File: src/rtl/alu_arbiter_if.sv
`default_nettype none
// ============================================================================
// alu_arbiter_if : requester and alu_ext signal bundle around alu_arbiter
// Rev 1.0
// ============================================================================
interface alu_arbiter_if;
  // Requester side
  logic        req0;
  logic        req1;
  logic [15:0] instr0;
  logic [15:0] instr1;
  logic [15:0] a0;
  logic [15:0] a1;
  logic [15:0] b0;
  logic [15:0] b1;
  logic        gnt0;
  logic        gnt1;
  logic        done;
  logic        done_id;
  logic [15:0] result;
  logic        err;
  logic [2:0]  flags0;
  logic [2:0]  flags1;
  // alu_ext side
  logic [15:0] alu_r0;
  logic [15:0] alu_r1;
  logic [15:0] alu_r2;
  logic [7:0]  alu_instr;
  logic [1:0]  alu_src;
  logic [2:0]  alu_op;
  logic [1:0]  shf_op;
  logic        alu_llb;
  logic        alu_lhb;
  logic        alu_as;
  logic [15:0] alu_result;
  logic        alu_n;
  logic        alu_v;
  logic        alu_z;

  // Arbiter view
  modport slave (
    input  req0, req1, instr0, instr1, a0, a1, b0, b1,
    output gnt0, gnt1, done, done_id, result, err, flags0, flags1,
    output alu_r0, alu_r1, alu_r2, alu_instr, alu_src, alu_op, shf_op,
    output alu_llb, alu_lhb, alu_as,
    input  alu_result, alu_n, alu_v, alu_z
  );

  // Requesters plus alu_ext view
  modport master (
    output req0, req1, instr0, instr1, a0, a1, b0, b1,
    input  gnt0, gnt1, done, done_id, result, err, flags0, flags1,
    input  alu_r0, alu_r1, alu_r2, alu_instr, alu_src, alu_op, shf_op,
    input  alu_llb, alu_lhb, alu_as,
    output alu_result, alu_n, alu_v, alu_z
  );
endinterface
`default_nettype wire

File: src/rtl/alu_arbiter.sv
`default_nettype none
// ============================================================================
// alu_arbiter : round-robin sharing of one alu_ext between two requesters
// Rev 1.0
// ============================================================================
module alu_arbiter (
  input  logic         clk,
  input  logic         rst,
  alu_arbiter_if.slave bus
);
  localparam logic [1:0] S_IDLE = 2'd0;
  localparam logic [1:0] S_EXEC = 2'd1;
  localparam logic [1:0] S_RESP = 2'd2;

  localparam logic [3:0] OP_ADD    = 4'h0;
  localparam logic [3:0] OP_PADDSB = 4'h1;
  localparam logic [3:0] OP_SUB    = 4'h2;
  localparam logic [3:0] OP_NAND   = 4'h3;
  localparam logic [3:0] OP_XOR    = 4'h4;
  localparam logic [3:0] OP_SLL    = 4'h5;
  localparam logic [3:0] OP_SRL    = 4'h6;
  localparam logic [3:0] OP_SRA    = 4'h7;
  localparam logic [3:0] OP_LLB    = 4'hA;
  localparam logic [3:0] OP_LHB    = 4'hB;

  logic [1:0]  state_q, state_d;
  logic        last_q, last_d;
  logic        win_q, win_d;
  logic [15:0] instr_q, instr_d;
  logic [15:0] a_q, a_d;
  logic [15:0] b_q, b_d;
  logic        gnt0_q, gnt0_d;
  logic        gnt1_q, gnt1_d;
  logic        done_q, done_d;
  logic        done_id_q, done_id_d;
  logic        err_q, err_d;
  logic [15:0] result_q, result_d;
  logic [2:0]  flags0_q, flags0_d;
  logic [2:0]  flags1_q, flags1_d;

  // instr[11:8] is carried through the operand latch but has no meaning here
  logic unused_instr_bits;
  assign unused_instr_bits = ^instr_q[11:8];

  logic [3:0] opcode;
  assign opcode = instr_q[15:12];

  logic       dec_legal;
  logic       dec_wr_nvz;
  logic       dec_wr_z;
  logic [1:0] dec_src;
  logic [2:0] dec_op;
  logic [1:0] dec_shf;
  logic       dec_llb;
  logic       dec_lhb;
  logic       dec_as;

  always_comb begin
    dec_legal  = 1'b1;
    dec_wr_nvz = 1'b0;
    dec_wr_z   = 1'b0;
    dec_src    = 2'b00;
    dec_op     = 3'b000;
    dec_shf    = 2'b00;
    dec_llb    = 1'b0;
    dec_lhb    = 1'b0;
    dec_as     = 1'b0;
    case (opcode)
      OP_ADD, OP_PADDSB, OP_SUB: begin
        dec_op     = opcode[2:0];
        dec_src    = 2'b01;
        dec_wr_nvz = 1'b1;
      end
      OP_NAND, OP_XOR: begin
        dec_op   = opcode[2:0];
        dec_src  = 2'b01;
        dec_wr_z = 1'b1;
      end
      OP_SLL: begin dec_shf = 2'b00; dec_as = 1'b1; dec_wr_z = 1'b1; end
      OP_SRL: begin dec_shf = 2'b01; dec_as = 1'b1; dec_wr_z = 1'b1; end
      OP_SRA: begin dec_shf = 2'b11; dec_as = 1'b1; dec_wr_z = 1'b1; end
      OP_LLB: begin dec_llb = 1'b1; dec_as = 1'b1; end
      // LHB passes rs through the adder (plus zero) so alu_ext can keep its low byte
      OP_LHB: begin dec_lhb = 1'b1; dec_op = 3'b000; dec_src = 2'b00; end
      default: dec_legal = 1'b0;
    endcase
  end

  logic in_exec;
  assign in_exec = (state_q == S_EXEC);

  assign bus.alu_r0    = 16'h0000;
  assign bus.alu_r1    = in_exec ? a_q          : 16'h0000;
  assign bus.alu_r2    = in_exec ? b_q          : 16'h0000;
  assign bus.alu_instr = in_exec ? instr_q[7:0] : 8'h00;
  assign bus.alu_src   = in_exec ? dec_src      : 2'b00;
  assign bus.alu_op    = in_exec ? dec_op       : 3'b000;
  assign bus.shf_op    = in_exec ? dec_shf      : 2'b00;
  assign bus.alu_llb   = in_exec & dec_llb;
  assign bus.alu_lhb   = in_exec & dec_lhb;
  assign bus.alu_as    = in_exec & dec_as;

  // On a tie the requester that was not served last wins
  logic any_req;
  logic pick;
  assign any_req = bus.req0 | bus.req1;
  assign pick    = (bus.req0 & bus.req1) ? ~last_q : bus.req1;

  logic [2:0] cur_flags;
  logic [2:0] new_flags;
  always_comb begin
    cur_flags = win_q ? flags1_q : flags0_q;
    new_flags = cur_flags;
    if (dec_wr_nvz)
      new_flags = {bus.alu_n, bus.alu_v, bus.alu_z};
    else if (dec_wr_z)
      new_flags = {cur_flags[2:1], bus.alu_z};
  end

  always_comb begin
    state_d   = state_q;
    last_d    = last_q;
    win_d     = win_q;
    instr_d   = instr_q;
    a_d       = a_q;
    b_d       = b_q;
    gnt0_d    = 1'b0;
    gnt1_d    = 1'b0;
    done_d    = 1'b0;
    done_id_d = done_id_q;
    err_d     = 1'b0;
    result_d  = result_q;
    flags0_d  = flags0_q;
    flags1_d  = flags1_q;
    case (state_q)
      S_IDLE: begin
        if (any_req) begin
          win_d   = pick;
          last_d  = pick;
          instr_d = pick ? bus.instr1 : bus.instr0;
          a_d     = pick ? bus.a1     : bus.a0;
          b_d     = pick ? bus.b1     : bus.b0;
          gnt0_d  = ~pick;
          gnt1_d  = pick;
          state_d = S_EXEC;
        end
      end
      S_EXEC: begin
        done_d    = 1'b1;
        done_id_d = win_q;
        err_d     = ~dec_legal;
        result_d  = dec_legal ? bus.alu_result : 16'h0000;
        if (win_q) flags1_d = new_flags;
        else       flags0_d = new_flags;
        state_d   = S_RESP;
      end
      S_RESP:  state_d = S_IDLE;
      default: state_d = S_IDLE;
    endcase
  end

  always_ff @(posedge clk) begin
    if (rst) begin
      state_q   <= S_IDLE;
      last_q    <= 1'b1;
      win_q     <= 1'b0;
      instr_q   <= 16'h0000;
      a_q       <= 16'h0000;
      b_q       <= 16'h0000;
      gnt0_q    <= 1'b0;
      gnt1_q    <= 1'b0;
      done_q    <= 1'b0;
      done_id_q <= 1'b0;
      err_q     <= 1'b0;
      result_q  <= 16'h0000;
      flags0_q  <= 3'b000;
      flags1_q  <= 3'b000;
    end else begin
      state_q   <= state_d;
      last_q    <= last_d;
      win_q     <= win_d;
      instr_q   <= instr_d;
      a_q       <= a_d;
      b_q       <= b_d;
      gnt0_q    <= gnt0_d;
      gnt1_q    <= gnt1_d;
      done_q    <= done_d;
      done_id_q <= done_id_d;
      err_q     <= err_d;
      result_q  <= result_d;
      flags0_q  <= flags0_d;
      flags1_q  <= flags1_d;
    end
  end

  assign bus.gnt0    = gnt0_q;
  assign bus.gnt1    = gnt1_q;
  assign bus.done    = done_q;
  assign bus.done_id = done_id_q;
  assign bus.err     = err_q;
  assign bus.result  = result_q;
  assign bus.flags0  = flags0_q;
  assign bus.flags1  = flags1_q;

endmodule
`default_nettype wire
File: src/flat_wrapper.sv
// flat-port wrapper written by rule: the top's interface ports become plain ports
module alu_arbiter_flat 
  (clk, rst, bus_req0, bus_req1, bus_instr0, bus_instr1, bus_a0, bus_a1, bus_b0, bus_b1, bus_gnt0, bus_gnt1, bus_done, bus_done_id, bus_result, bus_err, bus_flags0, bus_flags1, bus_alu_r0, bus_alu_r1, bus_alu_r2, bus_alu_instr, bus_alu_src, bus_alu_op, bus_shf_op, bus_alu_llb, bus_alu_lhb, bus_alu_as, bus_alu_result, bus_alu_n, bus_alu_v, bus_alu_z);
  alu_arbiter_if bus_i ();
  input  logic clk;
  input  logic rst;
  input wire logic [$bits(bus_i.req0)-1:0] bus_req0;
  input wire logic [$bits(bus_i.req1)-1:0] bus_req1;
  input wire logic [$bits(bus_i.instr0)-1:0] bus_instr0;
  input wire logic [$bits(bus_i.instr1)-1:0] bus_instr1;
  input wire logic [$bits(bus_i.a0)-1:0] bus_a0;
  input wire logic [$bits(bus_i.a1)-1:0] bus_a1;
  input wire logic [$bits(bus_i.b0)-1:0] bus_b0;
  input wire logic [$bits(bus_i.b1)-1:0] bus_b1;
  output wire logic [$bits(bus_i.gnt0)-1:0] bus_gnt0;
  output wire logic [$bits(bus_i.gnt1)-1:0] bus_gnt1;
  output wire logic [$bits(bus_i.done)-1:0] bus_done;
  output wire logic [$bits(bus_i.done_id)-1:0] bus_done_id;
  output wire logic [$bits(bus_i.result)-1:0] bus_result;
  output wire logic [$bits(bus_i.err)-1:0] bus_err;
  output wire logic [$bits(bus_i.flags0)-1:0] bus_flags0;
  output wire logic [$bits(bus_i.flags1)-1:0] bus_flags1;
  output wire logic [$bits(bus_i.alu_r0)-1:0] bus_alu_r0;
  output wire logic [$bits(bus_i.alu_r1)-1:0] bus_alu_r1;
  output wire logic [$bits(bus_i.alu_r2)-1:0] bus_alu_r2;
  output wire logic [$bits(bus_i.alu_instr)-1:0] bus_alu_instr;
  output wire logic [$bits(bus_i.alu_src)-1:0] bus_alu_src;
  output wire logic [$bits(bus_i.alu_op)-1:0] bus_alu_op;
  output wire logic [$bits(bus_i.shf_op)-1:0] bus_shf_op;
  output wire logic [$bits(bus_i.alu_llb)-1:0] bus_alu_llb;
  output wire logic [$bits(bus_i.alu_lhb)-1:0] bus_alu_lhb;
  output wire logic [$bits(bus_i.alu_as)-1:0] bus_alu_as;
  input wire logic [$bits(bus_i.alu_result)-1:0] bus_alu_result;
  input wire logic [$bits(bus_i.alu_n)-1:0] bus_alu_n;
  input wire logic [$bits(bus_i.alu_v)-1:0] bus_alu_v;
  input wire logic [$bits(bus_i.alu_z)-1:0] bus_alu_z;
  assign bus_i.req0 = bus_req0;
  assign bus_i.req1 = bus_req1;
  assign bus_i.instr0 = bus_instr0;
  assign bus_i.instr1 = bus_instr1;
  assign bus_i.a0 = bus_a0;
  assign bus_i.a1 = bus_a1;
  assign bus_i.b0 = bus_b0;
  assign bus_i.b1 = bus_b1;
  assign bus_gnt0 = bus_i.gnt0;
  assign bus_gnt1 = bus_i.gnt1;
  assign bus_done = bus_i.done;
  assign bus_done_id = bus_i.done_id;
  assign bus_result = bus_i.result;
  assign bus_err = bus_i.err;
  assign bus_flags0 = bus_i.flags0;
  assign bus_flags1 = bus_i.flags1;
  assign bus_alu_r0 = bus_i.alu_r0;
  assign bus_alu_r1 = bus_i.alu_r1;
  assign bus_alu_r2 = bus_i.alu_r2;
  assign bus_alu_instr = bus_i.alu_instr;
  assign bus_alu_src = bus_i.alu_src;
  assign bus_alu_op = bus_i.alu_op;
  assign bus_shf_op = bus_i.shf_op;
  assign bus_alu_llb = bus_i.alu_llb;
  assign bus_alu_lhb = bus_i.alu_lhb;
  assign bus_alu_as = bus_i.alu_as;
  assign bus_i.alu_result = bus_alu_result;
  assign bus_i.alu_n = bus_alu_n;
  assign bus_i.alu_v = bus_alu_v;
  assign bus_i.alu_z = bus_alu_z;
  alu_arbiter u_core (.clk(clk), .rst(rst), .bus(bus_i));
endmodule
File: config.mk
export PLATFORM = sky130hd
export DESIGN_NAME = alu_arbiter_flat
export DESIGN_NICKNAME = d
export VERILOG_FILES = /design/src/rtl/alu_arbiter_if.sv /design/src/rtl/alu_arbiter.sv /design/src/flat_wrapper.sv
export SDC_FILE = /design/constraint.sdc
export NUM_CORES = 1
export LEC_CHECK = 0
export ABC_AREA = 1
export ABC_CLOCK_PERIOD_IN_PS = 1300
export BUFFER_PORTS_ARGS = -buffer_cell sky130_fd_sc_hd__buf_2
export CAP_MARGIN = 20
export CORE_MARGIN = 2
export CORE_UTILIZATION = 47
export CTS_BUF_LIST = sky130_fd_sc_hd__clkbuf_4 sky130_fd_sc_hd__clkbuf_8
export DETAILED_ROUTE_END_ITERATION = 10
export PLACE_DENSITY = 0.83
export SLEW_MARGIN = 0
export SYNTH_ARGS = -nofsm -noshare
export SYNTH_HDL_FRONTEND = slang
export SYNTH_SLANG_ARGS = --single-unit
File: constraint.sdc
create_clock -name clk -period 1.3 [get_ports clk]
set_clock_uncertainty 0.05 [all_clocks]
set_input_delay 0.195 -clock clk [delete_from_list [all_inputs] [get_ports clk]]
set_output_delay 0.195 -clock clk [all_outputs]
set_load 0.05 [all_outputs]
==> metrics.md, run 1 <==
| Metric | Value |
|---|---|
| Vias in the first global route | `4202` |
| Final period utilization | `1.28` |
| Area delta synth->final | `59.7%` |
| CTS HTree Levels | `3` |
| Worst-path cell chain | `inv_4 -> nand2_8 -> nor4_4 -> buf_6` |
| Slew Viols, Final | `0` |
| Vias per inst | `5.16` |
| Fraction of layout cells with a size suffix above 1 | `0.403` |
| Die span in y | `96.0 um` |
| Most frequent cells in the layout | `nand2_1, buf_2, nand3_1` |
| Sum Neg Setup Slack | `-20.63 ns` |
| Via count | `4816` |
| Commonest non-fill, non-tap cell in the layout | `nand2_1` |
| Synth warn | `0` |
| I/O Buffers | `186` |
| Slowest CP cell | `dfxtp_2` |
| Unrepaired setup endpoints after global routing | `yes` |
| CP peak stage delay | `0.34 ns` |
| Leakage | `3.21 nW` |
| Mean Syn Cell Area | `6.38 sq um` |
| Min Hold Slack | `0.0261 ns` |
| Antenna Cells | `0` |
| HPWL Detailed | `8560 um` |
| Filler Cells Inserted | `517` |
| Initial antenna violation count | `0` |
| DRT Pass-1 Iters | `5` |
| Final nets | `approximately 940` |
| Largest net degree at the start of global routing | `57` |
| Worst skew pair latency | `around 0.34 ns` |
| DIE AREA | `9210 sq um` |
| Startpoint types | `register` |
| Synth unique cells | `21` |
| CTS tree | `built` |
| TritonCTS Sinks | `75` |
| Routed len/inst | `about 14 um` |
| Placed Area | `5380 sq um` |
| Worst Setup Slack, final | `-0.360 ns` |
| HP Class | `in2reg` |
| Initial Util | `0.484` |
| Num rows | `33` |
| Max-cap violations | `0` |
| Die span in x | `96.0 um` |
| Max Freq | `between 600 and 700 MHz` |
| Drc violations | `0` |
| Grt ovf | `0` |
| Global-route wire length before repair | `19200 um` |
| TritonCTS Buffers | `9` |
| Critical path class | `reg2out` |
| Iter 0 DRT Violations | `199` |
| I/O pin cnt | `212` |
| CP top delay family | `simple AND/OR/NAND/NOR gates` |
| Gpl congestion | `0.847` |
| Max clock buf depth | `2` |
| Total track usage | `0.265` |
| WP data arrival | `roughly 1.4 ns` |
| Status | `complete, but fails checks` |
| Cell area after synthesis | `3980 sq um` |
| Final setup vio count | `98` |
| Final-report hold violation count | `0` |
| Total wire length | `13500 um` |
| Core box area | `approximately 8200 sq um` |
| Yosys reg bits | `75` |
| Max Fanout on Critical Path | `5` |
| Buf/Inv on CP | `2` |
| Critical Path RT | `1.05 ns` |
| Clk root buf | `clkbuf_8` |
| Clock transition at the registers of the reported paths | `0.09 ns` |
| Post-route cell area | `6350 sq um` |
| Post-route antenna net violation count | `0` |
| Synth Instances | `623` |
| Failing checks | `negative setup slack` |
| Crit end category | `output port` |
| PwrDens | `1140 nW/um^2` |
| VDD IR max | `619 uV` |
| Final Critical Period | `1.66 ns` |
| Register area share after synthesis | `0.378` |
==> kinds of logic after synthesis <==
family / count (synthesis) / share of synthesized area
AO/OA/AOI/OAI: 55 / 0.0699
buffers and inverters: 134 / 0.166
flip-flops: 75 / 0.378
other: 1 / 0.000943
AND/OR/NAND/NOR: 358 / 0.385
==> worst paths after layout <==
kind	startpoint	endpoint	slack (ns)	cells after the start
worst max-delay path	u_core.state_q[1]	bus_shf_op[1]	-0.36	4
worst min-delay path	bus_alu_result[15]	u_core.bus.result[15]	0.03	3
worst max register to register	u_core.state_q[1]	u_core.instr_q[4]	-0.16	8
worst min register to register	u_core.b_q[5]	u_core.b_q[5]	0.40	2
==> Yosys cell counts <==
master | n | area, sq um
nand2_1 | 197 | 739
nor2_1 | 48 | 180
nor2_8 | 2 | 40.0
buf_4 | 25 | 188
o21ai_1 | 5 | 25.0
nor2_4 | 1 | 11.3
a21oi_1 | 32 | 160
conb_1 | 1 | 3.75
nand3_1 | 98 | 490
buf_2 | 9 | 45.0
nor3_1 | 3 | 15.0
nor4_1 | 4 | 25.0
a211oi_1 | 1 | 7.51
dfxtp_1 | 75 | 1500
clkbuf_1 | 17 | 63.8
o21ai_0 | 17 | 85.1
buf_6 | 7 | 78.8
nand2_2 | 2 | 12.5
nand4_1 | 2 | 12.5
inv_1 | 76 | 285
nor2_2 | 1 | 6.26
==> flip-flops by register name, summed over array words and instances, names as in the netlist, 2 cells and up <==
register,cells
u_core.a_q,16
u_core.b_q,16
u_core.bus.result,16
u_core.instr_q,12
u_core.bus.flags0,3
u_core.bus.flags1,3
u_core.state_q,2
==> metrics by stage <==
stage | utilization | std cells | setup WS, ns | total power, mW
detailed placement | 0.655 | 906 | -0.0848 | 4.71
CTS | 0.742 | 927 | -0.327 | 7.05
finish | 0.773 | 934 | -0.360 | 7.23
floorplan | - | 639 | -0.231 | 4.18
global placement | 0.655 | 906 | -0.0671 | 4.65
global route | 0.773 | 934 | -0.411 | 7.53
==> layout make-up <==
type / instances / area, sq um / area share
Multi-Input combinational cell: 431 / 2310 / 0.364
Timing Repair Buffer: 231 / 1840 / 0.290
Sequential cell: 75 / 1520 / 0.239
Inverter: 76 / 298 / 0.0469
Tap cell: 105 / 131 / 0.0207
Clock inverter: 7 / 125 / 0.0197
Clock buffer: 9 / 124 / 0.0195
==> worst min-delay path, stage by stage <==
cell	delay [ns]
buf_2	0.09
nand2_1	0.05
a21oi_1	0.05
==> per-layer routing <==
layer	vias to the layer above	part of all wire	track usage
met5	-	0	0
met2	229	0.52	0.477
met3	35	0.069	0.0556
met1	2249	0.38	0.306
li1	2303	-	-
met4	0	0.029	0.0976
==> report_power, final <==
part	internal (mW)	switching, mW
clock network	1.29	0.942
registers	2.51	0.139
logic	0.820	1.53
==> what timing repair did <==
item                       CTS  global route
gates resized for setup    125            40
buffers inserted             3             4
setup endpoints to repair   58           110
gates cloned                 2             3
hold buffers                 0             0
pin swaps                    7             7
Note: power is estimated with default switching activity, not from simulation.
==> inputs of run 2 (changes only) <==
- GPL_TIMING_DRIVEN: default -> 0
==> metrics.md, run 2 (same netlist as run 1, synthesis figures left out) <==
| Metric | Value |
|---|---|
| Status | `complete, but fails checks` |
| Failing checks | `negative setup slack` |
| Clk root buf | `clkbuf_8` |
| Gpl congestion | `0.838 (-1.1%)` |
| Die span in y | `96.0 um (unchanged)` |
| Max Freq | `565 MHz (-6.2%)` |
| Placed Area | `5420 sq um (+0.74%)` |
| Vias in the first global route | `4473 (+6.4%)` |
| Routed len/inst | `17.4 um (+20%)` |
| Global-route wire length before repair | `21000 um (+9.5%)` |
| Area delta synth->final | `78.7%` |
| I/O pin cnt | `212 (unchanged)` |
| Num rows | `33 (unchanged)` |
| Fraction of layout cells with a size suffix above 1 | `0.458 (+0.0552)` |
| Final period utilization | `1.36 (+0.0844)` |
| Hold Buf Count CTS | `0 (unchanged)` |
| Final setup vio count | `99 (+1.0%)` |
| Startpoint types | `register` |
| Core box area | `8220 sq um (unchanged)` |
| HPWL Detailed | `9290 um (+8.4%)` |
| Crit end category | `output port` |
| Initial antenna violation count | `0 (unchanged)` |
| CTS tree | `built` |
| Sum Neg Setup Slack | `-27.25 ns (-6.62 ns)` |
| Critical Path RT | `1.05 ns (about the same)` |
| Total Power | `7.90 mW (+9.2%)` |
| TritonCTS Sinks | `75 (unchanged)` |
| Slew Viols, Final | `0 (unchanged)` |
| Iter 0 DRT Violations | `380 (+91%)` |
| Worst skew pair latency | `0.35 ns (about the same)` |
| Most frequent cells in the layout | `nand2_1, buf_2, nand3_1` |
| Drc violations | `0 (unchanged)` |
| Grt ovf | `0 (unchanged)` |
| Commonest non-fill, non-tap cell in the layout | `nand2_1` |
| CP endpoint | `bus_alu_op[2]` |
| Die span in x | `96.0 um (unchanged)` |
| Clock transition at the registers of the reported paths | `0.09 ns (about the same)` |
| PwrDens | `1110 nW/um^2 (-2.5%)` |
| Post-route antenna net violation count | `0 (unchanged)` |
| Register-to-Register Path Depth | `8 (unchanged)` |
| Critical path class | `reg2out` |
| Total track usage | `0.296 (+0.0315)` |
| WP data arrival | `1.53 ns (+0.11 ns)` |
| Via count | `5375 (+12%)` |
| Max clock buf depth | `2 (unchanged)` |
| Setup crit start | `u_core.state_q[1]` |
| Worst R2R Start | `u_core.state_q[0]` |
| Max Fanout on Critical Path | `5 (unchanged)` |
| Total wire length | `17200 um (+27%)` |
| CTS HTree Levels | `3 (unchanged)` |
| Core Util, Final | `0.865 (+0.0923)` |
| Post-route cell area | `7110 sq um (+12%)` |
| Final Critical Period | `1.77 ns (+0.110 ns)` |
| Reg2reg end | `u_core.instr_q[0]` |
| Worst slew pin tran | `0.608 ns` |
| Final nets | `996 (+5.6%)` |
| HP Class | `in2reg` |
| Min Hold Slack | `0.0357 ns (+0.00957 ns)` |
| Initial Util | `0.484 (unchanged)` |
| TritonCTS Buffers | `9 (unchanged)` |
| DRT Pass-1 Iters | `7 (+2)` |
| I/O Buffers | `184 (-1.1%)` |
| VDD IR max | `964 uV (+56%)` |
| DP Cell Count | `928 (+2.4%)` |
| Largest net degree at the start of global routing | `14 (-75%)` |
| Post-Place Setup Slack | `-0.522 ns (-0.437 ns)` |
| Antenna Cells | `0 (unchanged)` |
| Final std cells w/o fill | `987 (+5.7%)` |
| Max-cap violations | `0 (unchanged)` |
| Vias per inst | `5.45 (+5.6%)` |
| Worst reg-to-reg setup slack | `-0.31 ns (-0.15 ns)` |
| DIE AREA | `9210 sq um (unchanged)` |
| Worst Setup Slack, final | `-0.470 ns (-0.110 ns)` |
| Final-report hold violation count | `0 (unchanged)` |
| Unrepaired setup endpoints after global routing | `yes` |
| Leakage | `3.57 nW (+11%)` |
| Relative slew slack | `0.595` |
## run 2: cell count changes in the layout (fill, tap and decap cells not counted), moves of 6 or more
| cell | previous run | this run |
|---|---|---|
| nor2_2 | 20 | 1 |
| buf_6 | 40 | 61 |
| nand2_2 | 6 | 18 |
| buf_4 | 26 | 32 |
| clkbuf_1 | 0 | 7 |
| nand2_1 | 189 | 173 |
| nor2_4 | 27 | 46 |
| o21ai_0 | 17 | 11 |
## run 2: worst max-delay path, cell delays in order (launching register included)
cell and delay [ns]:
dfxtp_4 0.38, inv_8 0.08, buf_12 0.11, nand2_8 0.07, buf_12 0.14, nor4_4 0.19, buf_6 0.21
## run 2: cell type report
type	count	area, sq um
Clock buffer	11	151
Timing Repair Buffer	227	1850
Fill cell	423	1110
Multi-Input combinational cell	431	2510
Tap cell	105	131
Inverter	76	314
Clock inverter	5	108
Buffer	57	528
Sequential cell	75	1520
## run 2: what timing repair did
item | CTS | global route
gates cloned | 9 | 5
buffers inserted | 21 | 15
gates resized for setup | 151 | 142
pin swaps | 12 | 30
endpoints found under the setup margin | 109 | 115
## run 2: metal layers
layer,vias up,track usage,share of wire
met2,372,0.525,0.50
met1,2481,0.357,0.36
met5,-,0,0
li1,2419,-,-
met3,103,0.0399,0.076
met4,0,0.127,0.060
## run 2: worst min path at each step
stage | start | endpoint | slack [ns] | cells past startpoint
2_1_floorplan | bus_alu_result[11] | u_core.bus.result[11] | 0.29 | 2
3_3_place_gp | u_core.b_q[6] | u_core.b_q[6] | 0.39 | 2
3_5_place_dp | u_core.a_q[10] | u_core.a_q[10] | 0.39 | 2
4_1_cts | bus_alu_result[1] | u_core.bus.result[1] | 0.03 | 3
5_1_grt | bus_alu_result[2] | u_core.bus.result[2] | 0.04 | 3
6_report | bus_alu_result[1] | u_core.bus.result[1] | 0.04 | 3
## run 2: power breakdown
part           internal [mW]  leakage, nW  switching, mW
Sequential              2.51        0.621          0.155
Combinational           1.09         2.82           1.79
Clock                   1.39        0.130          0.959
